File: config.mk
export PLATFORM = sky130hd
export DESIGN_NAME = button_conditioner
export DESIGN_NICKNAME = d
export VERILOG_FILES = /design/src/rtl/button_conditioner.sv
export SDC_FILE = /design/constraint.sdc
export NUM_CORES = 1
export LEC_CHECK = 0
export BUFFER_PORTS_ARGS = -buffer_cell sky130_fd_sc_hd__buf_2
export CORE_UTILIZATION = 45
export DETAILED_ROUTE_END_ITERATION = 10
export GPL_TIMING_DRIVEN = 0
export SYNTH_ARGS = -nofsm -noshare
export SYNTH_HDL_FRONTEND = slang
export SYNTH_SLANG_ARGS = --single-unit
export TNS_END_PERCENT = 30
File: constraint.sdc
create_clock -name clk -period 2.9 [get_ports clk]
set_clock_uncertainty 0.05 [all_clocks]
set_input_delay 0 -clock clk [delete_from_list [all_inputs] [get_ports clk]]
set_output_delay 0 -clock clk [all_outputs]
set_load 0.02 [all_outputs]
File: src/rtl/button_conditioner.sv
// -----------------------------------------------------------------------------
// button_conditioner
//
// Conditions raw board push-buttons for the Game-of-Life top level. Each button
// goes through: polarity normalisation -> 2-flop synchroniser -> debouncer ->
// registered edge detector -> auto-repeat FSM. A held direction key therefore
// produces one fire pulse on press, one after REPEAT_DELAY cycles, then one
// every REPEAT_RATE cycles until release. Buttons are fully independent.
//
// Ports:
//   clk          system clock
//   rst          asynchronous reset, active low
//   btn_raw      raw asynchronous button pins
//   btn_level    debounced stable level, 1 = pressed
//   btn_press    one-cycle pulse when btn_level rises (aligned with btn_level)
//   btn_release  one-cycle pulse when btn_level falls (aligned with btn_level)
//   btn_fire     press pulse plus auto-repeat ticks (repeat-masked bits only)
//   fsm_state    debug view of the repeat FSM, 2 bits per button
//                (0 = IDLE, 1 = DELAY, 2 = REPEAT)
// -----------------------------------------------------------------------------
module button_conditioner #(
  parameter int               N_BTN           = 6,
  parameter int               DEBOUNCE_CYCLES = 500000,
  parameter int               REPEAT_DELAY    = 25000000,
  parameter int               REPEAT_RATE     = 5000000,
  parameter logic [N_BTN-1:0] REPEAT_MASK     = N_BTN'(6'b001111),
  parameter bit               ACTIVE_LOW      = 1'b0,
  parameter int               CNT_W           = 32
) (
  input  logic                 clk,
  input  logic                 rst,
  input  logic [N_BTN-1:0]     btn_raw,
  output logic [N_BTN-1:0]     btn_level,
  output logic [N_BTN-1:0]     btn_press,
  output logic [N_BTN-1:0]     btn_release,
  output logic [N_BTN-1:0]     btn_fire,
  output logic [2*N_BTN-1:0]   fsm_state
);

  typedef enum logic [1:0] {
    IDLE   = 2'd0,
    DELAY  = 2'd1,
    REPEAT = 2'd2
  } rep_state_t;

  // Terminal counts; counters restart at 0 so a count of N needs N-1.
  localparam logic [CNT_W-1:0] D_TERM  = CNT_W'(DEBOUNCE_CYCLES - 1);
  localparam logic [CNT_W-1:0] RD_TERM = CNT_W'(REPEAT_DELAY - 1);
  localparam logic [CNT_W-1:0] RR_TERM = CNT_W'(REPEAT_RATE - 1);

  // ---------------------------------------------------------------------------
  // Polarity normalisation and synchroniser. Inverting before the flops means
  // the all-zero reset value always reads as "released".
  // ---------------------------------------------------------------------------
  logic [N_BTN-1:0] norm;
  logic [N_BTN-1:0] sync1;
  logic [N_BTN-1:0] sync2;

  assign norm = ACTIVE_LOW ? ~btn_raw : btn_raw;

  always_ff @(posedge clk or negedge rst) begin
    if (!rst) begin
      sync1 <= '0;
      sync2 <= '0;
    end else begin
      sync1 <= norm;
      sync2 <= sync1;
    end
  end

  // ---------------------------------------------------------------------------
  // Debouncer. The counter runs only while the synchronised input disagrees
  // with the stable level; any agreement clears it. rise/fall mark the cycle
  // in which the stable level is about to change.
  // ---------------------------------------------------------------------------
  logic [CNT_W-1:0] dcnt_q [N_BTN];
  logic [CNT_W-1:0] dcnt_d [N_BTN];
  logic [N_BTN-1:0] level_d;
  logic [N_BTN-1:0] rise;
  logic [N_BTN-1:0] fall;

  always_comb begin
    level_d = btn_level;
    rise    = '0;
    fall    = '0;
    for (int i = 0; i < N_BTN; i++) begin
      dcnt_d[i] = '0;
      if (sync2[i] != btn_level[i]) begin
        if (dcnt_q[i] == D_TERM) begin
          level_d[i] = sync2[i];
          rise[i]    = sync2[i];
          fall[i]    = ~sync2[i];
        end else begin
          dcnt_d[i] = dcnt_q[i] + CNT_W'(1);
        end
      end
    end
  end

  // Press/release are registered alongside the level so all three line up.
  always_ff @(posedge clk or negedge rst) begin
    if (!rst) begin
      for (int i = 0; i < N_BTN; i++) dcnt_q[i] <= '0;
      btn_level   <= '0;
      btn_press   <= '0;
      btn_release <= '0;
    end else begin
      for (int i = 0; i < N_BTN; i++) dcnt_q[i] <= dcnt_d[i];
      btn_level   <= level_d;
      btn_press   <= rise;
      btn_release <= fall;
    end
  end

  // ---------------------------------------------------------------------------
  // Auto-repeat FSM: state register / next-state / outputs.
  // ---------------------------------------------------------------------------
  rep_state_t       state_q [N_BTN];
  rep_state_t       state_d [N_BTN];
  logic [CNT_W-1:0] rcnt_q  [N_BTN];
  logic [CNT_W-1:0] rcnt_d  [N_BTN];
  logic [N_BTN-1:0] fire_d;

  always_ff @(posedge clk or negedge rst) begin
    if (!rst) begin
      for (int i = 0; i < N_BTN; i++) begin
        state_q[i] <= IDLE;
        rcnt_q[i]  <= '0;
      end
      btn_fire <= '0;
    end else begin
      for (int i = 0; i < N_BTN; i++) begin
        state_q[i] <= state_d[i];
        rcnt_q[i]  <= rcnt_d[i];
      end
      btn_fire <= fire_d;
    end
  end

  always_comb begin
    for (int i = 0; i < N_BTN; i++) begin
      state_d[i] = state_q[i];
      case (state_q[i])
        IDLE:    if (rise[i] && REPEAT_MASK[i]) state_d[i] = DELAY;
        DELAY:   if (fall[i]) state_d[i] = IDLE;
                 else if (rcnt_q[i] == RD_TERM) state_d[i] = REPEAT;
        REPEAT:  if (fall[i]) state_d[i] = IDLE;
        default: state_d[i] = IDLE;
      endcase
    end
  end

  // A release always wins over a coinciding terminal count: no pulse then.
  always_comb begin
    fire_d = '0;
    for (int i = 0; i < N_BTN; i++) begin
      rcnt_d[i] = '0;
      case (state_q[i])
        IDLE: fire_d[i] = rise[i];
        DELAY: begin
          if (!fall[i]) begin
            if (rcnt_q[i] == RD_TERM) fire_d[i] = 1'b1;
            else rcnt_d[i] = rcnt_q[i] + CNT_W'(1);
          end
        end
        REPEAT: begin
          if (!fall[i]) begin
            if (rcnt_q[i] == RR_TERM) fire_d[i] = 1'b1;
            else rcnt_d[i] = rcnt_q[i] + CNT_W'(1);
          end
        end
        default: fire_d[i] = 1'b0;
      endcase
    end
  end

  always_comb begin
    fsm_state = '0;
    for (int i = 0; i < N_BTN; i++) fsm_state[2*i +: 2] = state_q[i];
  end

endmodule

==> reports/metrics.csv, run 1 <==
stage,metric,value,unit
logic_synthesis,yosys_warnings,0,
critical_path,cp_data_arrival_time,3.08,ns
route,viasPerCell,5.401,
power,clkPwrFrac,0.491,
logic_synthesis,synth_edf_count,0,
route,postRouteAntennaNets,0,
logic_synthesis,ys_top_cells_by_area,"dfrtp_1 (50%), xor2_1 (7.4%), nor2_1 (7.4%)",
timing,finalSetupViolations,0,
logic_synthesis,synth_top_area_cell,dfrtp_1,
timing,tightest_slew,1.111,ns
critical_path,cp-start-kind,flip-flop,
placement,io_buffers,39,
layout,n_antenna_cell,0,
power,switching_power,2.246,mW
logic_synthesis,netlist-cell-type-count,63,
logic_synthesis,async_flop_share,1.000,
die,io_pins,44,
global_route,gr-usage-all-layers,0.1920,
logic_synthesis,ys_seq_area_frac,0.4960,
timing,worst_hold_slack,0.005214,ns
power,cellLeakagePower,8.334,nW
flow_run,cap_violations,0,
timing,maxSlewHeadroom,0.2524,
logic_synthesis,synth_seq_cells,362,
die,core,0.03991,mm2
critical_path,worstSetupEndpointType,flip-flop,
power,vdd_drop_max,0.3955,mV
power,fin_total_pwr,10.49,mW
power,power.density,508.0,mW/mm2
layout,final_nets,2023,
route,finalWirelength,37.77,mm
cts,clk_latency,0.55,ns
logic_synthesis,synth.avg_cell_area,9.649,um2
layout,final_common_cell,dfrtp_1,
logic_synthesis,synth_top_area_share,0.4960,
logic_synthesis,syn_area,0.01827,mm2
timing,fmax,368.9,MHz
hold_path,hold_path_class,in -> async,
logic_synthesis,synth_top_flop_cell,dfrtp_1,
layout,final_cells,2544,
placement,dpl.hpwl,25.40,mm
route,first_iter_violations,628,
placement,placed_cells,2463,
cts,cts.sinks,362,
critical_path,worstPathRequired,3.27,ns
power,p_sw_frac,0.2141,
cts,path_clk_slew,0.06,ns
die,fp.dieH,203.5,um
route,post_drt_wl_per_cell,14.85,um
route,dr.pass1.iters,5,
die,initial_core_util,0.4576,
cts,cts_buffer_depth,3,
die,rows,73,
timing,hold_viol_final,0,
layout,syn_to_final_growth,13.06,%
logic_synthesis,syn_inst,1893,
cts,cts-root-buf,clkbuf_16,
die,die_area,0.04140,mm2
cts,tritoncts,yes,
critical_path,crit_fanout,10,
layout,drive_gt1_frac,0.07727,
die,fp.dieW,203.5,um
cts,htreeDepth,2,
global_route,grt_pass1_wl,66.52,mm
outcome,outcome,finished clean,
cts,cts_setup_buffers,0,
power,p_seq_frac,0.487,
timing,period_minus_slack,2.711,ns
route,drc,0,
route,via_count,13740,
power,p_comb_frac,0.022,
timing,slew_violations,0,
timing,fin_crit_sh,0.9347,
critical_path,critPathKind,reg -> reg,
layout,final_util,0.5174,
global_route,overflow,0,
placement,place.gp.congestion,0.8035,
power,internal-power,8.244,mW
cts,cts_buffers,41,
global_route,grt_pass1_vias,13660,
timing,rsz0062_at_grt,yes,
layout,final_cell_mix,"dfrtp_1 (362), nor2_1 (361), xor2_1 (155)",
global_route,grt_start_max_net_pins,123,
timing,setup_tns,0,ns
global_route,antenna_found_initial,0,
==> registers in the layout (all words and copies together) (netlist names) <==
signal / flops
btn_level: 6
rcnt_q: 128
btn_press: 4
btn_fire: 6
fsm_state: 8
sync2: 6
dcnt_q: 192
btn_release: 6
sync1: 6
==> cell type report <==
class / count / area [um2]
fillers: 3622 / 19260
flip-flops and latches: 362 / 9059
multi-input cells: 1420 / 8756
clock buffers: 62 / 1195
well taps: 525 / 656.9
repair buffers: 50 / 367.9
plain buffers: 66 / 297.8
inverters: 48 / 180.2
clock inverters: 11 / 137.6
==> metal layers <==
layer	wire (um)	vias up	part of all wire	track usage
met1	18540	6706	0.49	0.2667
met3	1369	48	0.036	0.03579
met5	0	-	0	0
met2	17180	176	0.45	0.3080
met4	679	0	0.018	0.05048
li1	-	6809	-	-
==> worst paths after layout <==
| path | start | end | slack, ns | cells past startpoint |
|---|---|---|---|---|
| hold reg to reg | sync1[0] | sync2[0] | 0.30 | 0 |
| setup / recovery | rcnt_q[128] | rcnt_q[131] | 0.19 | 7 |
| setup reg to reg | rcnt_q[128] | rcnt_q[131] | 0.19 | 7 |
| min in group clk | btn_raw[0] | sync1[0] | 0.04 | 2 |
| max in group asynchronous | rst | dcnt_q[32] | 1.67 | 3 |
| hold / removal | rst | dcnt_q[31] | 0.005 | 3 |
==> cell families (layout without fill, tap and decap cells) <==
| kind of cell | after synthesis | count (layout) | synth area share |
|---|---|---|---|
| AOI/OAI and AO/OA | 83 | 83 | 0.03131 |
| xor gates and xnor gates | 285 | 285 | 0.1367 |
| adders and majority gates | 26 | 26 | 0.01781 |
| buffers and inverters | 114 | 237 | 0.02596 |
| DFF | 362 | 362 | 0.4960 |
| muxes | 4 | 4 | 0.002466 |
| other | 1 | 4 | 0.0002053 |
| and+or+nand+nor | 1018 | 1018 | 0.2896 |
==> repair_timing <==
item,in CTS,in global routing
gates resized for setup,3,2
hold endpoints to repair,246,0
setup endpoints to repair,20,15
hold buffers,8,0
cloned,0,0
==> metrics by stage <==
step                      cell area (um2)  worst slack (ns)
after detailed placement            19220          -0.04090
after global placement              19130            -5.400
final                               20650            0.1893
after floorplan                     18280            0.5905
after CTS                           20640           0.05136
after global routing                20650         -0.005352
==> critical path, cell delays in order, from the launching register on <==
cell and delay (ns):
dfrtp_1 0.41, ha_1 0.29, nand4_1 0.13, or4_1 0.56
o21a_1 0.22, o221ai_1 0.46, clkbuf_2 0.36, nor2_1 0.09
==> power by group through the flow <==
stage	logic (mW)	registers, mW	clock network [mW]
2_1_floorplan	0.0818	5.19	0
3_3_place_gp	0.213	5.20	0
3_5_place_dp	0.232	5.20	0
4_1_cts	0.242	5.11	5.32
5_1_grt	0.269	5.11	5.50
6_report	0.228	5.11	5.15
==> cells in the mapped netlist, types with 4 or more instances <==
cell	instances
a21oi_1	20
and2_1	15
and3_1	35
and4_1	39
buf_2	13
buf_4	6
clkbuf_1	44
dfrtp_1	362
ha_1	26
inv_1	48
mux2_2	4
nand2_1	112
nand3_1	129
nand4_1	111
nor2_1	361
nor2b_1	5
nor3_1	43
nor3b_1	7
nor4_1	64
nor4_2	6
nor4b_1	19
nor4bb_1	5
o211ai_1	11
o21ai_0	17
o31ai_1	6
or2_2	6
or3_1	21
or4_1	19
xnor2_1	130
xor2_1	155
No activity file was read; power rests on OpenSTA's default activity.
==> inputs of run 2 (changes only) <==
- REMOVE_ABC_BUFFERS: unset -> 1
==> run 2 against run 1 <==
The flow now finishes with violations (hold timing); final cell count shrank 2.0%; count of clock-buffer cells in the layout shrank 5; sequential share of layout area grew 0.12 points; combinational power shrank 4%; worst hold slack lost 0.013 ns; maximum frequency is essentially flat; non-clock buffer count shrank 52; utilization shrank 0.14 points; routed wire length shrank 1.9%; critical path depth shrank 2; design area shrank 0.28%; critical endpoint is now rcnt_q[165]; largest cell class unchanged; largest power group unchanged.
==> reports/metrics.csv, run 2 (synthesized netlist as in run 1, its figures left out) <==
stage,metric,value,unit,change
layout,final_common_cell,dfrtp_1,,unchanged
cts,cts.sinks,362,,unchanged
critical_path,worstPathRequired,3.25,ns,was 3.27 ns
timing,slew_violations,0,,unchanged
die,fp.dieW,203.5,um,unchanged
layout,largest_register_ffs,192,,unchanged
critical_path,critical_path_depth,5,,was 7
timing,finalSetupViolations,0,,unchanged
layout,drive_gt1_frac,0.08126,,was 0.07727
critical_path,crit_start,rcnt_q[176],,was rcnt_q[128]
power,p_seq_frac,0.483,,was 0.487
critical_path,worstSetupEndpointType,flip-flop,,unchanged
timing,maxSlewHeadroom,0.1188,,was 0.2524
die,rows,73,,unchanged
timing,hold_viol_final,2,,was 0
global_route,grt_pass1_vias,13110,,was 13660
layout,fillers,3599,,was 3622
placement,placed_cells,2405,,was 2463
power,fin_total_pwr,10.57,mW,was 10.49 mW
route,post_drt_wl_per_cell,14.85,um,about the same
placement,dp_slack,-0.2214,ns,was -0.04090 ns
timing,fmax,368.8,MHz,was 368.9 MHz
cts,cts_buffers,41,,unchanged
global_route,antenna_found_initial,0,,unchanged
power,switching_power,2.291,mW,was 2.246 mW
timing,rsz0062_at_grt,no,,was yes
flow_run,cap_violations,0,,unchanged
global_route,grt_start_max_net_pins,97,,was 123
power,power.density,513.2,mW/mm2,was 508.0 mW/mm2
die,initial_core_util,0.4576,,unchanged
critical_path,cp_common_cell,or4_1,,
hold_path,hold_path_class,in -> async,,unchanged
layout,final_cells,2494,,was 2544
power,internal-power,8.278,mW,was 8.244 mW
route,postRouteAntennaNets,0,,unchanged
cts,tritoncts,yes,,unchanged
critical_path,critPathKind,reg -> reg,,unchanged
critical_path,crit_family,simple AND/OR/NAND/NOR gates,,unchanged
layout,final_nets,1971,,was 2023
outcome,outcome,finished with violations,,was finished clean
power,p_comb_frac,0.021,,was 0.022
critical_path,worstPathCellList,or4_1 -> or4_1 -> o31a_1 -> o211ai_4 -> nor2_1,,was ha_1 -> nand4_1 -> or4_1 -> o21a_1 -> o221ai_1 -> clkbuf_2 -> nor2_1
timing,period_minus_slack,2.712,ns,was 2.711 ns
layout,multi_input_area,0.008812,mm2,was 0.008756 mm2
critical_path,cp_data_arrival_time,3.06,ns,was 3.08 ns
route,drc,0,,unchanged
die,io_pins,44,,unchanged
cts,cts_buffer_depth,3,,unchanged
timing,setup_tns,0,ns,unchanged
critical_path,slowest_stage,o211ai_4,,was or4_1
layout,regArea,0.009059,mm2,unchanged
power,p_sw_frac,0.2168,,was 0.2141
power,clkPwrFrac,0.496,,was 0.491
power,cellLeakagePower,8.280,nW,was 8.334 nW
layout,final_util,0.5159,,was 0.5174
cts,clk_latency,0.55,ns,about the same
route,via_count,13500,,was 13740
die,core,0.03991,mm2,unchanged
cts,htreeDepth,2,,unchanged
cts,path_clk_slew,0.06,ns,about the same
route,viasPerCell,5.412,,was 5.401
critical_path,r2r-start,rcnt_q[176],,was rcnt_q[128]
layout,syn_to_final_growth,12.74,%,was 13.06%
global_route,gr-usage-all-layers,0.1845,,was 0.1920
placement,io_buffers,39,,unchanged
critical_path,cp-start-kind,flip-flop,,unchanged
route,first_iter_violations,843,,was 628
critical_path,ff2ff_path_depth,5,,was 7
timing,tightest_slew,1.310,ns,was 1.111 ns
outcome,violations,hold timing,,
global_route,grt_pass1_wl,64.12,mm,was 66.52 mm
placement,place.gp.congestion,0.7927,,was 0.8035
route,finalWirelength,37.03,mm,was 37.77 mm
power,vdd_drop_max,0.4416,mV,was 0.3955 mV
layout,final_cell_mix,"dfrtp_1 (362), nor2_1 (361), xor2_1 (155)",,unchanged
global_route,overflow,0,,unchanged
layout,largest-register,dcnt_q,,unchanged
critical_path,r2r_setup_slack,0.19,ns,about the same
die,die_area,0.04140,mm2,unchanged
timing,fin_ws,0.1883,ns,was 0.1893 ns
critical_path,path_buf_inv,0,,was 1
route,dr.pass1.iters,7,,was 5
placement,dpl.hpwl,24.21,mm,was 25.40 mm
die,fp.dieH,203.5,um,unchanged
critical_path,crit_fanout,32,,was 10
timing,fin_crit_sh,0.9351,,was 0.9347
cts,cts-root-buf,clkbuf_16,,unchanged
critical_path,critical-path-max-stage-delay,0.69,ns,was 0.56 ns
layout,n_antenna_cell,0,,unchanged
timing,worst_hold_slack,-0.007612,ns,was 0.005214 ns
## run 2: changes by cell type in the layout (fill, tap and decap cells not counted), sizes merged
cell,before,now
dlygate4sd3,8,10
inv,50,49
buf,65,54
clkbuf,105,57
clkinv,6,8
clkinvlp,0,6
## run 2: final timing paths
kind	end
min in group clk	sync1[2]
hold / removal	btn_fire[4]
max in group asynchronous	rcnt_q[88]
setup reg to reg	rcnt_q[165]
setup / recovery	rcnt_q[165]
hold reg to reg	sync2[5]
## run 2: timing repair
item,4_1_cts,5_1_grt
setup buffers,0,4
pin swaps,5,3
hold endpoints to repair,113,0
hold buffers,10,0
gates resized for setup,4,6
setup endpoints to repair,54,181
## run 2: metrics by stage
| step | hold WS, ns | area, um2 |
|---|---|---|
| after floorplan | -0.3456 | 17980 |
| after global placement | 0.05841 | 18830 |
| after detailed placement | 0.01846 | 19030 |
| after CTS | 0.002269 | 20530 |
| after global routing | 0.02957 | 20590 |
| final | -0.007612 | 20590 |
## run 2: power groups by stage
stage               clock, mW  combinational (mW)  sequential, mW
floorplan                   0              0.0699            5.19
global placement            0               0.198            5.20
detailed placement          0               0.220            5.20
CTS                      5.44               0.231            5.11
global route             5.65               0.259            5.11
finish                   5.24               0.220            5.11
## run 2: worst register-to-register path: stages (launching register included)
cell and delay (ns):
dfrtp_1 0.44, or4_1 0.52, or4_1 0.44, o31a_1 0.29
o211ai_4 0.69, nor2_1 0.12
## run 2: layout make-up
class	instances	area share
Clock inverter	18	0.009114
Clock buffer	57	0.05772
Inverter	48	0.008750
Timing Repair Buffer	64	0.02467
Sequential cell	362	0.4399
Multi-Input combinational cell	1420	0.4279
Tap cell	525	0.03190
## run 2: metal layers
layer	wire (um)	global-route usage	vias up
li1	-	-	6705
met1	17890	0.2546	6589
met2	17200	0.2964	161
met3	1264	0.03100	42
met4	684	0.05747	0
met5	0	0	-
